<file path="src/rtl/mem_req_ctrl.sv">
// Request/response front end for a single-port-style memory: one outstanding
// request, range checking, fixed-latency reads and saturating completion counters.
module mem_req_ctrl #(
   parameter int DATA_WIDTH = 8,
   parameter int MAX_ADR    = 100,
   parameter int ADDRSIZE   = $clog2(MAX_ADR)
) (
   input  logic                  clk,
   input  logic                  rst,
   input  logic                  req_valid,
   output logic                  req_ready,
   input  logic                  req_we,
   input  logic [ADDRSIZE-1:0]   req_addr,
   input  logic [DATA_WIDTH-1:0] req_wdata,
   output logic                  resp_valid,
   input  logic                  resp_ready,
   output logic [DATA_WIDTH-1:0] resp_data,
   output logic                  resp_err,
   output logic                  rd_en,
   output logic [ADDRSIZE-1:0]   rd_addr,
   input  logic [DATA_WIDTH-1:0] rd_data,
   output logic                  wr_en,
   output logic [ADDRSIZE-1:0]   wr_addr,
   output logic [DATA_WIDTH-1:0] wr_data,
   output logic [15:0]           rd_cnt,
   output logic [15:0]           wr_cnt
);

   localparam logic [2:0] S_IDLE = 3'd0;
   localparam logic [2:0] S_WR   = 3'd1;
   localparam logic [2:0] S_RD   = 3'd2;
   localparam logic [2:0] S_CAP  = 3'd3;
   localparam logic [2:0] S_RESP = 3'd4;

   // One extra bit so a limit of exactly 2**ADDRSIZE is still representable.
   localparam logic [ADDRSIZE:0] ADR_LIMIT = (ADDRSIZE+1)'(MAX_ADR);

   logic [2:0]            state_reg;
   logic                  rd_en_reg;
   logic                  wr_en_reg;
   logic [ADDRSIZE-1:0]   rd_addr_reg;
   logic [ADDRSIZE-1:0]   wr_addr_reg;
   logic [DATA_WIDTH-1:0] wr_data_reg;
   logic [DATA_WIDTH-1:0] resp_data_reg;
   logic                  resp_err_reg;
   logic [15:0]           rd_cnt_reg;
   logic [15:0]           wr_cnt_reg;
   logic                  addr_bad;

   assign addr_bad = ({1'b0, req_addr} >= ADR_LIMIT);

   always_ff @(posedge clk) begin
      if (rst) begin
         state_reg     <= S_IDLE;
         rd_en_reg     <= 1'b0;
         wr_en_reg     <= 1'b0;
         rd_addr_reg   <= '0;
         wr_addr_reg   <= '0;
         wr_data_reg   <= '0;
         resp_data_reg <= '0;
         resp_err_reg  <= 1'b0;
         rd_cnt_reg    <= '0;
         wr_cnt_reg    <= '0;
      end else begin
         case (state_reg)
            S_IDLE: begin
               if (req_valid) begin
                  resp_data_reg <= '0;
                  if (addr_bad) begin
                     resp_err_reg <= 1'b1;
                     state_reg    <= S_RESP;
                  end else if (req_we) begin
                     resp_err_reg <= 1'b0;
                     wr_en_reg    <= 1'b1;
                     wr_addr_reg  <= req_addr;
                     wr_data_reg  <= req_wdata;
                     state_reg    <= S_WR;
                  end else begin
                     resp_err_reg <= 1'b0;
                     rd_en_reg    <= 1'b1;
                     rd_addr_reg  <= req_addr;
                     state_reg    <= S_RD;
                  end
               end
            end
            S_WR: begin
               wr_en_reg <= 1'b0;
               if (wr_cnt_reg != 16'hFFFF)
                  wr_cnt_reg <= wr_cnt_reg + 16'd1;
               state_reg <= S_RESP;
            end
            S_RD: begin
               // Memory registers rd_data on this edge; it is captured one edge later.
               rd_en_reg <= 1'b0;
               state_reg <= S_CAP;
            end
            S_CAP: begin
               resp_data_reg <= rd_data;
               resp_err_reg  <= 1'b0;
               if (rd_cnt_reg != 16'hFFFF)
                  rd_cnt_reg <= rd_cnt_reg + 16'd1;
               state_reg <= S_RESP;
            end
            S_RESP: begin
               if (resp_ready)
                  state_reg <= S_IDLE;
            end
            default: begin
               rd_en_reg <= 1'b0;
               wr_en_reg <= 1'b0;
               state_reg <= S_IDLE;
            end
         endcase
      end
   end

   assign req_ready  = (state_reg == S_IDLE);
   assign resp_valid = (state_reg == S_RESP);
   assign resp_data  = resp_data_reg;
   assign resp_err   = resp_err_reg;
   assign rd_en      = rd_en_reg;
   assign rd_addr    = rd_addr_reg;
   assign wr_en      = wr_en_reg;
   assign wr_addr    = wr_addr_reg;
   assign wr_data    = wr_data_reg;
   assign rd_cnt     = rd_cnt_reg;
   assign wr_cnt     = wr_cnt_reg;

endmodule

</file>
<file path="config.mk">
export PLATFORM = sky130hd
export DESIGN_NAME = mem_req_ctrl
export DESIGN_NICKNAME = d
export VERILOG_FILES = /design/src/rtl/mem_req_ctrl.sv
export SDC_FILE = /design/constraint.sdc
export NUM_CORES = 1
export LEC_CHECK = 0
export BUFFER_PORTS_ARGS = -buffer_cell sky130_fd_sc_hd__clkbuf_2
export CAP_MARGIN = 30
export CORE_AREA = 2 2 83 85
export CTS_BUF_LIST = sky130_fd_sc_hd__clkbuf_8
export DETAILED_ROUTE_END_ITERATION = 8
export DIE_AREA = 0 0 85 87
export GPL_ROUTABILITY_DRIVEN = 0
export PLACE_DENSITY = 0.76
export RECOVER_POWER = 100
export REMOVE_ABC_BUFFERS = 1
export SLEW_MARGIN = 20
export SYNTH_ARGS = -nofsm -noshare
export SYNTH_HDL_FRONTEND = slang
export SYNTH_SLANG_ARGS = --single-unit
</file>
<file path="constraint.sdc">
create_clock -name clk -period 2.2 [get_ports clk]
set_input_delay 0.33 -clock clk [delete_from_list [all_inputs] [get_ports clk]]
set_output_delay 0.33 -clock clk [all_outputs]
set_load 0.02 [all_outputs]
</file>
==> run_results.csv, run 1 <==
group,metric,value,unit
run_status,status,"completed",
sta,fmax,476,MHz
clocking,worstSkewPairLatency,340,ps
hold_path,hp-class,"in2reg",
drt,first_iter_violations,155,
floorplan,num_rows,30,
sta,slew_violations,0,
final_layout,area_delta_synth_final,21.4,%
clocking,cts_root_buf,"clkbuf_8",
clocking,clk_pin_slew,80,ps
yosys,async_flop_share,0,
yosys,synth_seq_cells,68,
yosys,synthTopCellsByArea,"dfxtp_1 46%, a21oi_1 6.5%, nand2_1 4.7%",
drt,wl_met1,3.29,mm
global_routing,grt_max_degree,36,
final_layout,final_util,0.552,
power_and_ir_drop,p_per_area,676,nW/um^2
job,cap_violations,0,
global_routing,grt-ovfl-total,0,
final_layout,fill_cells,636,
sta,slew_headroom,0.617,
critical_path,startpoint_type,"register",
sta,hold_violations,0,
place,postPlaceCellArea,3570,sq um
yosys,synth_top_area_cell,"dfxtp_1",
yosys,synth-edff-count,0,
sta,timing.final.crit_share,0.956,
power_and_ir_drop,finalPower,2.45,mW
final_layout,final_layout_size_suffix_gt1_frac,0.129,
drt,wl_met3,533,um
critical_path,end_kind,"register",
clocking,clock_path_buffers,2,
sta,worstMarginPinSlew,573,ps
drt,routed_via_density,5.60,
clocking,cts_setup_buffers,0,
yosys,synth_cells,348,
yosys,yosys-top-cells-count,"68 x dfxtp_1, 39 x a21oi_1, 37 x nand2_1",
critical_path,worst-setup-path-type,"reg2reg",
clocking,cts_resized,0,
floorplan,start_util,0.455,
clocking,cts_tree,"done",
drt,vias,3003,
yosys,yosysWarnings,0,
drt,route.detailed.drc,0,
critical_path,crit_fanout,8,
floorplan,core,6570,sq um
global_routing,first_global_vias,2776,
global_routing,grt_pass1_wl,12.6,mm
yosys,ys_types,48,
critical_path,worst_ep_required_time,2470,ps
drt,antenna_left,0,
yosys,synth_area,2990,sq um
global_routing,antenna_found_initial,0,
floorplan,die_x,85,um
floorplan,die_y,87,um
clocking,cts_htree_levels,3,
final_layout,fin_area,3630,sq um
global_routing,grtUsageTotal,0.208,
clocking,cts.sinks,68,
place,hpwl,5.37,mm
sta,finalSetupViolations,0,
clocking,numCtsBuffers,9,
floorplan,io_pins,95,
final_layout,diodes,0,
yosys,netlist.area_leader.share,0.456,
yosys,synthMostInstantiatedCell,"dfxtp_1",
sta,fin_tns_setup,0,ps
power_and_ir_drop,ir_worst_vdd,0.517,mV
yosys,avgSynthCellArea,8.58,sq um
drt,wl_per_cell,13.9,um
drt,wl_met2,3.53,mm
clocking,cts_hold_buf,0,
sta,fin_skew,10.9,ps
drt,totalWireLength,7.43,mm
final_layout,final_nets,481,
floorplan,dieArea,7400,sq um
yosys,ys_seq_area_frac,0.456,
sta,period_needed,2100,ps
power_and_ir_drop,p_leak,1.22,nW
drt,top_layer_used,"met4",
drt,dr.pass1.iters,4,
yosys,ys.flop_type,"dfxtp_1",
critical_path,cp.arrival,2370,ps
sta,rsz0062_at_grt,"false",
place,portBuffers,94,
## power breakdown
| group | switching (mW) | leakage (nW) | internal, mW |
|---|---|---|---|
| Sequential | 0.0180 | 0.550 | 1.26 |
| Clock | 0.513 | 0.0820 | 0.412 |
| Combinational | 0.162 | 0.591 | 0.0867 |
| Total | 0.693 | 1.22 | 1.76 |
## path summary, 6_finish.rpt
check | from | end | slack, ps | depth (start not counted)
max | state_reg[1] | wr_cnt[15] | 100 | 4
min | req_wdata[5] | wr_data[5] | 200 | 3
max reg2reg | state_reg[1] | wr_cnt[15] | 100 | 4
min reg2reg | wr_data[5] | wr_data[5] | 460 | 2
## layer usage
| layer | track usage | vias up |
|---|---|---|
| li1 | - | 1498 |
| met1 | 0.246 | 1415 |
| met2 | 0.344 | 82 |
| met3 | 0.0834 | 8 |
| met4 | 0.0678 | 0 |
| met5 | 0 | - |
## placed cells by master (no fill, tap or decap), types with 4 or more instances in the layout
cell	count
a211oi_1	4
a21oi_1	39
a22oi_1	8
and3_1	5
buf_4	7
clkbuf_1	73
clkbuf_2	29
clkbuf_8	9
dfxtp_1	68
inv_1	12
mux2i_1	11
nand2_1	37
nand3_1	10
nand4_1	14
nor2_1	29
nor3_1	6
nor4_1	10
o21ai_0	18
o31ai_1	7
or3_1	10
or4_1	8
## worst max-delay path, stage by stage (launching register included)
cell and delay (ps):
dfxtp_1 310, or3b_4 420, or4_1 620, or4_1 540, a21oi_1 140
## area by class of cell
cell class | count | area, sq um | share of cell area
Inverter | 12 | 45.0 | 0.0124
Timing Repair Buffer | 109 | 472 | 0.130
Sequential cell | 68 | 1360 | 0.375
Clock buffer | 9 | 124 | 0.0341
Multi-Input combinational cell | 251 | 1480 | 0.407
Tap cell | 80 | 100 | 0.0276
Clock inverter | 7 | 50.0 | 0.0138
## metrics by stage
| stage | hold WS, ps | std cells | worst slack [ps] |
|---|---|---|---|
| 2_1_floorplan | 399 | 331 | -122 |
| 3_5_place_dp | 448 | 520 | 127 |
| 5_1_grt | 178 | 536 | 8.11 |
| 3_3_place_gp | 443 | 520 | 139 |
| 6_report | 197 | 536 | 97.1 |
| 4_1_cts | 188 | 536 | 107 |
## kinds of logic (layout without fill, tap and decap cells)
kind of cell | Yosys count | after routing | share of synthesized area
DFF | 68 | 68 | 0.456
buffers and inverters | 29 | 137 | 0.0473
AOI/OAI and AO/OA | 90 | 90 | 0.187
muxes | 14 | 14 | 0.0482
xor gates and xnor gates | 1 | 1 | 0.00293
adders and majority gates | 2 | 2 | 0.00838
and+or+nand+nor | 144 | 144 | 0.251
No activity file was read; power rests on OpenSTA's default activity.
==> inputs of run 2 (changes only) <==
--- a/config.mk
+++ b/config.mk
@@ -7,12 +7,12 @@
 export LEC_CHECK = 0
 export BUFFER_PORTS_ARGS = -buffer_cell sky130_fd_sc_hd__clkbuf_2
 export CAP_MARGIN = 30
-export CORE_AREA = 2 2 83 85
+export CORE_AREA = 2 2 79 81
 export CTS_BUF_LIST = sky130_fd_sc_hd__clkbuf_8
 export DETAILED_ROUTE_END_ITERATION = 8
-export DIE_AREA = 0 0 85 87
+export DIE_AREA = 0 0 81 83
 export GPL_ROUTABILITY_DRIVEN = 0
-export PLACE_DENSITY = 0.76
+export PLACE_DENSITY = 0.8
 export RECOVER_POWER = 100
 export REMOVE_ABC_BUFFERS = 1
 export SLEW_MARGIN = 20
==> constraint.sdc (replaced) <==
create_clock -name clk -period 2.1 [get_ports clk]
set_input_delay 0.315 -clock clk [delete_from_list [all_inputs] [get_ports clk]]
set_output_delay 0.315 -clock clk [all_outputs]
set_load 0.02 [all_outputs]
==> run 2 against run 1 <==
  * Register-to-register slack about the same
  * Combinational power increased by 5%
  * First-iteration DRC count increased by 59%
  * Die area decreased by 9.1%
  * Via count increased by 0.60%
  * Clock power increased by 39%
  * Design area increased by 2.9%
  * Sequential cell count unchanged
  * Utilization increased by 9.0 points
  * Critical endpoint unchanged
  * Largest cell class unchanged
  * Largest power group unchanged
  * Highest routed layer unchanged
==> run_results.csv, run 2 (synthesis results as in run 1) <==
group,metric,value,unit
sta,slew_violations,0,
final_layout,final_layout_size_suffix_gt1_frac,0.141,
clocking,clk_pin_slew,80,ps
clocking,cts_htree_levels,3,
critical_path,worst-setup-path-type,"reg2reg",
global_routing,grt-ovfl-total,0,
critical_path,end_kind,"register",
drt,antenna_left,0,
critical_path,crit_fanout,8,
place,postPlaceCellArea,3600,sq um
drt,route.detailed.drc,0,
clocking,numCtsBuffers,9,
hold_path,hp-start,"req_wdata[7]",
final_layout,final_util,0.642,
sta,fmax,502,MHz
power_and_ir_drop,p_switching,0.698,mW
sta,fin_skew,7.89,ps
clocking,cts_root_buf,"clkbuf_8",
critical_path,startpoint_type,"register",
power_and_ir_drop,ir_worst_vdd,0.472,mV
floorplan,die_y,83,um
final_layout,fin_area,3730,sq um
sta,finalSetupViolations,0,
place,portBuffers,94,
critical_path,worst_ep_required_time,2370,ps
sta,slew_headroom,0.619,
drt,routed_via_density,5.65,
global_routing,grt_max_degree,37,
clocking,worstSkewPairLatency,350,ps
global_routing,antenna_found_initial,0,
power_and_ir_drop,p_int,2.20,mW
power_and_ir_drop,p_leak,1.28,nW
drt,first_iter_violations,246,
clocking,cts_tree,"done",
sta,timing.final.crit_share,0.948,
final_layout,final_nets,485,
place,hpwl,5.44,mm
power_and_ir_drop,clkPwrFrac,0.446,
clocking,clock_path_buffers,2,
job,cap_violations,0,
global_routing,grtUsageTotal,0.235,
power_and_ir_drop,pwr-share-comb,0.090,
sta,hold_violations,0,
hold_path,hp-class,"in2reg",
floorplan,dieArea,6720,sq um
hold_path,hold_depth,3,
floorplan,core,5820,sq um
sta,period_needed,1990,ps
critical_path,reg2reg_from,"state_reg[0]",
sta,worstMarginPinSlew,569,ps
final_layout,mostFrequentLayoutCell,"clkbuf_1",
run_status,status,"completed",
drt,vias,3021,
global_routing,first_global_vias,2805,
floorplan,num_rows,28,
critical_path,cp.arrival,2270,ps
critical_path,r2r_setup_slack,110,ps
floorplan,start_util,0.514,
sta,whs,183,ps
sta,rsz0062_at_grt,"false",
final_layout,fin_cells,535,
power_and_ir_drop,power_frac_seq,0.464,
drt,wl_per_cell,14.2,um
final_layout,area_delta_synth_final,25.0,%
clocking,cts_hold_buf,0,
global_routing,grt_pass1_wl,12.6,mm
final_layout,diodes,0,
place,placedCellCount,519,
drt,totalWireLength,7.61,mm
drt,dr.pass1.iters,4,
power_and_ir_drop,switching_share,0.241,
final_layout,final_cell_mix,"73 x clkbuf_1, 68 x dfxtp_1, 39 x a21oi_1",
floorplan,io_pins,95,
floorplan,die_x,81,um
clocking,cts.sinks,68,
critical_path,reg2regPathDepth,4,
hold_path,holdPathEnd,"wr_data[7]",
critical_path,r2r-end,"wr_cnt[15]",
power_and_ir_drop,p_per_area,775,nW/um^2
[run 2: changes by cell type in the layout (fill, tap and decap cells not counted), moves of 2 or more]
cell,change
bufinv_16,+3
buf_4,+5
clkinv_2,-2
inv_6,-2
[run 2: worst max path at each step]
stage	start	to	slack, ps
finish	state_reg[0]	wr_cnt[15]	110
global route	state_reg[0]	rd_cnt[13]	7
CTS	state_reg[0]	wr_cnt[15]	30
detailed placement	state_reg[0]	wr_cnt[15]	50
global placement	state_reg[1]	wr_cnt[15]	70
floorplan	state_reg[0]	rd_addr[0]	-220
[run 2: area by class of cell]
type                    instances  area, sq um
multi-input cells             251         1490
clock inverters                 7          116
clock buffers                   9          124
repair buffers                113          504
inverters                      12         45.0
flip-flops and latches         68         1360
fillers                       581         2080
well taps                      75         93.8
[run 2: what timing repair did]
| action | in CTS | in global routing |
|---|---|---|
| setup buffers | 0 | 0 |
| setup endpoints to repair | 0 | 6 |
| gates resized for setup | 0 | 3 |
[run 2: metal layers]
metal  global-route usage  share of wire  wire length, um
met5                    0              0                0
met4                0.119          0.020              154
met1                0.292           0.43             3280
met2                0.364           0.48             3640
met3               0.0739          0.070              533
[run 2: per-stage QoR]
step / worst slack (ps) / power [mW] / TNS, ps
3_3_place_gp: 73.3 / 1.64 / 0
3_5_place_dp: 45.6 / 1.65 / 0
4_1_cts: 31.0 / 2.93 / 0
5_1_grt: 6.85 / 3.01 / 0
2_1_floorplan: -222 / 1.52 / -1810
6_report: 109 / 2.89 / 0
[run 2: power by group through the flow]
stage | logic (mW) | clock network, mW | registers, mW
2_1_floorplan | 0.105 | 0 | 1.41
3_3_place_gp | 0.270 | 0 | 1.37
3_5_place_dp | 0.276 | 0 | 1.37
4_1_cts | 0.277 | 1.31 | 1.34
5_1_grt | 0.290 | 1.37 | 1.35
6_report | 0.261 | 1.29 | 1.34
[run 2: worst max-delay path, cell delays in order, from the launching register on]
cell and delay, ps:
dfxtp_1 330, or3b_1 380, or4_4 550, or4_1 520
a21oi_1 150
==> inputs of run 3 (changes only) <==
--- a/config.mk
+++ b/config.mk
@@ -12,8 +12,9 @@
 export DETAILED_ROUTE_END_ITERATION = 8
 export DIE_AREA = 0 0 81 83
 export GPL_ROUTABILITY_DRIVEN = 0
+export GPL_TIMING_DRIVEN = 0
 export PLACE_DENSITY = 0.8
-export RECOVER_POWER = 100
+export RECOVER_POWER = 25
 export REMOVE_ABC_BUFFERS = 1
 export SLEW_MARGIN = 20
 export SYNTH_ARGS = -nofsm -noshare
==> run 3 against run 2 <==
  * The run now ends with negative setup slack left
  * Clock-buffer cell count is the same
  * Critical path depth unchanged
  * Routed wire length decreased by 3.1%
  * Clock skew rose by 2.0 ps
  * Largest cell class unchanged
  * Highest routed layer unchanged
==> run_results.csv, run 3 (synthesis results as in run 1) <==
group,metric,value,unit
clocking,cts_root_buf,"clkbuf_8",
final_layout,diodes,0,
final_layout,final_layout_size_suffix_gt1_frac,0.252,
drt,totalWireLength,7.37,mm
sta,fin_skew,9.93,ps
sta,fmax,475,MHz
drt,antenna_left,0,
sta,rsz0062_at_grt,"true",
place,place_ws,-332,ps
sta,finalSetupViolations,1,
clocking,cts_tree,"done",
run_status,status,"complete, but fails checks",
hold_path,hp-class,"in2reg",
critical_path,crit_fanout,8,
final_layout,final_nets,482,
floorplan,dieArea,6720,sq um
clocking,worstSkewPairLatency,340,ps
global_routing,grtUsageTotal,0.215,
drt,routed_via_density,5.61,
final_layout,final_cell_mix,"65 x dfxtp_1, 61 x clkbuf_2, 39 x a21oi_1",
sta,setup_ws,-4.22,ps
critical_path,startpoint_type,"register",
power_and_ir_drop,ir_worst_vdd,0.435,mV
critical_path,cp.arrival,2360,ps
final_layout,area_delta_synth_final,27.8,%
final_layout,fin_area,3820,sq um
power_and_ir_drop,finalPower,2.67,mW
final_layout,final_util,0.656,
floorplan,die_x,81,um
drt,route.detailed.drc,0,
power_and_ir_drop,p_leak,1.42,nW
sta,hold_violations,0,
floorplan,io_pins,95,
drt,wl_per_cell,13.9,um
floorplan,num_rows,28,
drt,dr.pass1.iters,4,
floorplan,die_y,83,um
critical_path,worst_ep_required_time,2350,ps
place,portBuffers,94,
critical_path,worst-setup-path-type,"reg2reg",
clocking,clk_pin_slew,80,ps
sta,worstMarginPinSlew,754,ps
final_layout,mostFrequentLayoutCell,"dfxtp_1",
clocking,numCtsBuffers,9,
floorplan,start_util,0.514,
clocking,cts_htree_levels,3,
power_and_ir_drop,p_per_area,700,nW/um^2
sta,timing.final.crit_share,1.00,
place,hpwl,4.82,mm
global_routing,grt_max_degree,69,
sta,slew_violations,0,
global_routing,grt_pass1_wl,11.7,mm
sta,slew_headroom,0.498,
global_routing,grt-ovfl-total,0,
floorplan,core,5820,sq um
global_routing,first_global_vias,2643,
clocking,clock_path_buffers,2,
clocking,cts.sinks,68,
global_routing,antenna_found_initial,0,
sta,fin_tns_setup,-4.22,ps
drt,first_iter_violations,149,
job,cap_violations,0,
sta,period_needed,2100,ps
final_layout,fill_cells,527,
place,postPlaceCellArea,3460,sq um
run_status,violations,"negative setup slack",
drt,vias,2983,
critical_path,end_kind,"register",
-- run 3: cell count changes in the layout (fill, tap and decap cells not counted), moves of 2 or more --
cell | previous run | this run
nor4_1 | 9 | 6
clkinvlp_4 | 3 | 0
buf_4 | 12 | 15
dfxtp_4 | 0 | 3
dfxtp_1 | 68 | 65
clkinv_4 | 0 | 2
nor4_2 | 1 | 3
clkbuf_1 | 73 | 33
clkinv_2 | 0 | 4
clkbuf_2 | 28 | 61
bufinv_16 | 3 | 1
-- run 3: power breakdown --
part	total (mW)	leakage (nW)	switching [mW]	internal, mW
clock	1.05	0.103	0.504	0.544
sequential	1.35	0.552	0.0274	1.32
combinational	0.275	0.761	0.170	0.105
-- run 3: timing repair --
action / in CTS / in global routing
gates resized for setup: 12 / 7
pin swaps: 1 / 7
hold buffers: 0 / 0
buffers inserted: 5 / 10
setup endpoints to repair: 45 / 36
-- run 3: final cells by class --
cell class,count,area [sq um],area share
multi-input combinational,251,1560,0.410
sequential,68,1370,0.360
timing repair buffer,110,549,0.144
clock buffer,9,124,0.0325
tap,75,93.8,0.0246
clock inverter,7,67.6,0.0177
inverter,12,45.0,0.0118
-- run 3: per-stage QoR --
stage                     instances  hold slack (ps)
final                           532              192
after global routing            532              183
after CTS                       521              172
after detailed placement        500              449
after global placement          500              441
after floorplan                 331              384
-- run 3: layer usage --
layer | vias to the layer above | share of wire | global-route usage
met5 | - | 0 | 0
met1 | 1385 | 0.43 | 0.262
met4 | 0 | 0.0092 | 0.0678
met3 | 6 | 0.084 | 0.0848
met2 | 96 | 0.47 | 0.346
li1 | 1496 | - | -
-- run 3: worst max-delay path, stage by stage, from the launching register on --
cell and delay, ps:
dfxtp_4 370, or3b_4 430, or4_4 600, or4_1 490, a21oi_1 130
-- run 3: path summary, 6_finish.rpt --
path	from	endpoint	slack [ps]	cells after the start
setup / recovery	state_reg[2]	wr_cnt[15]	-4	4
hold / removal	req_wdata[4]	wr_data[4]	190	3
setup reg to reg	state_reg[2]	wr_cnt[15]	-4	4
hold reg to reg	wr_data[7]	wr_data[7]	460	2
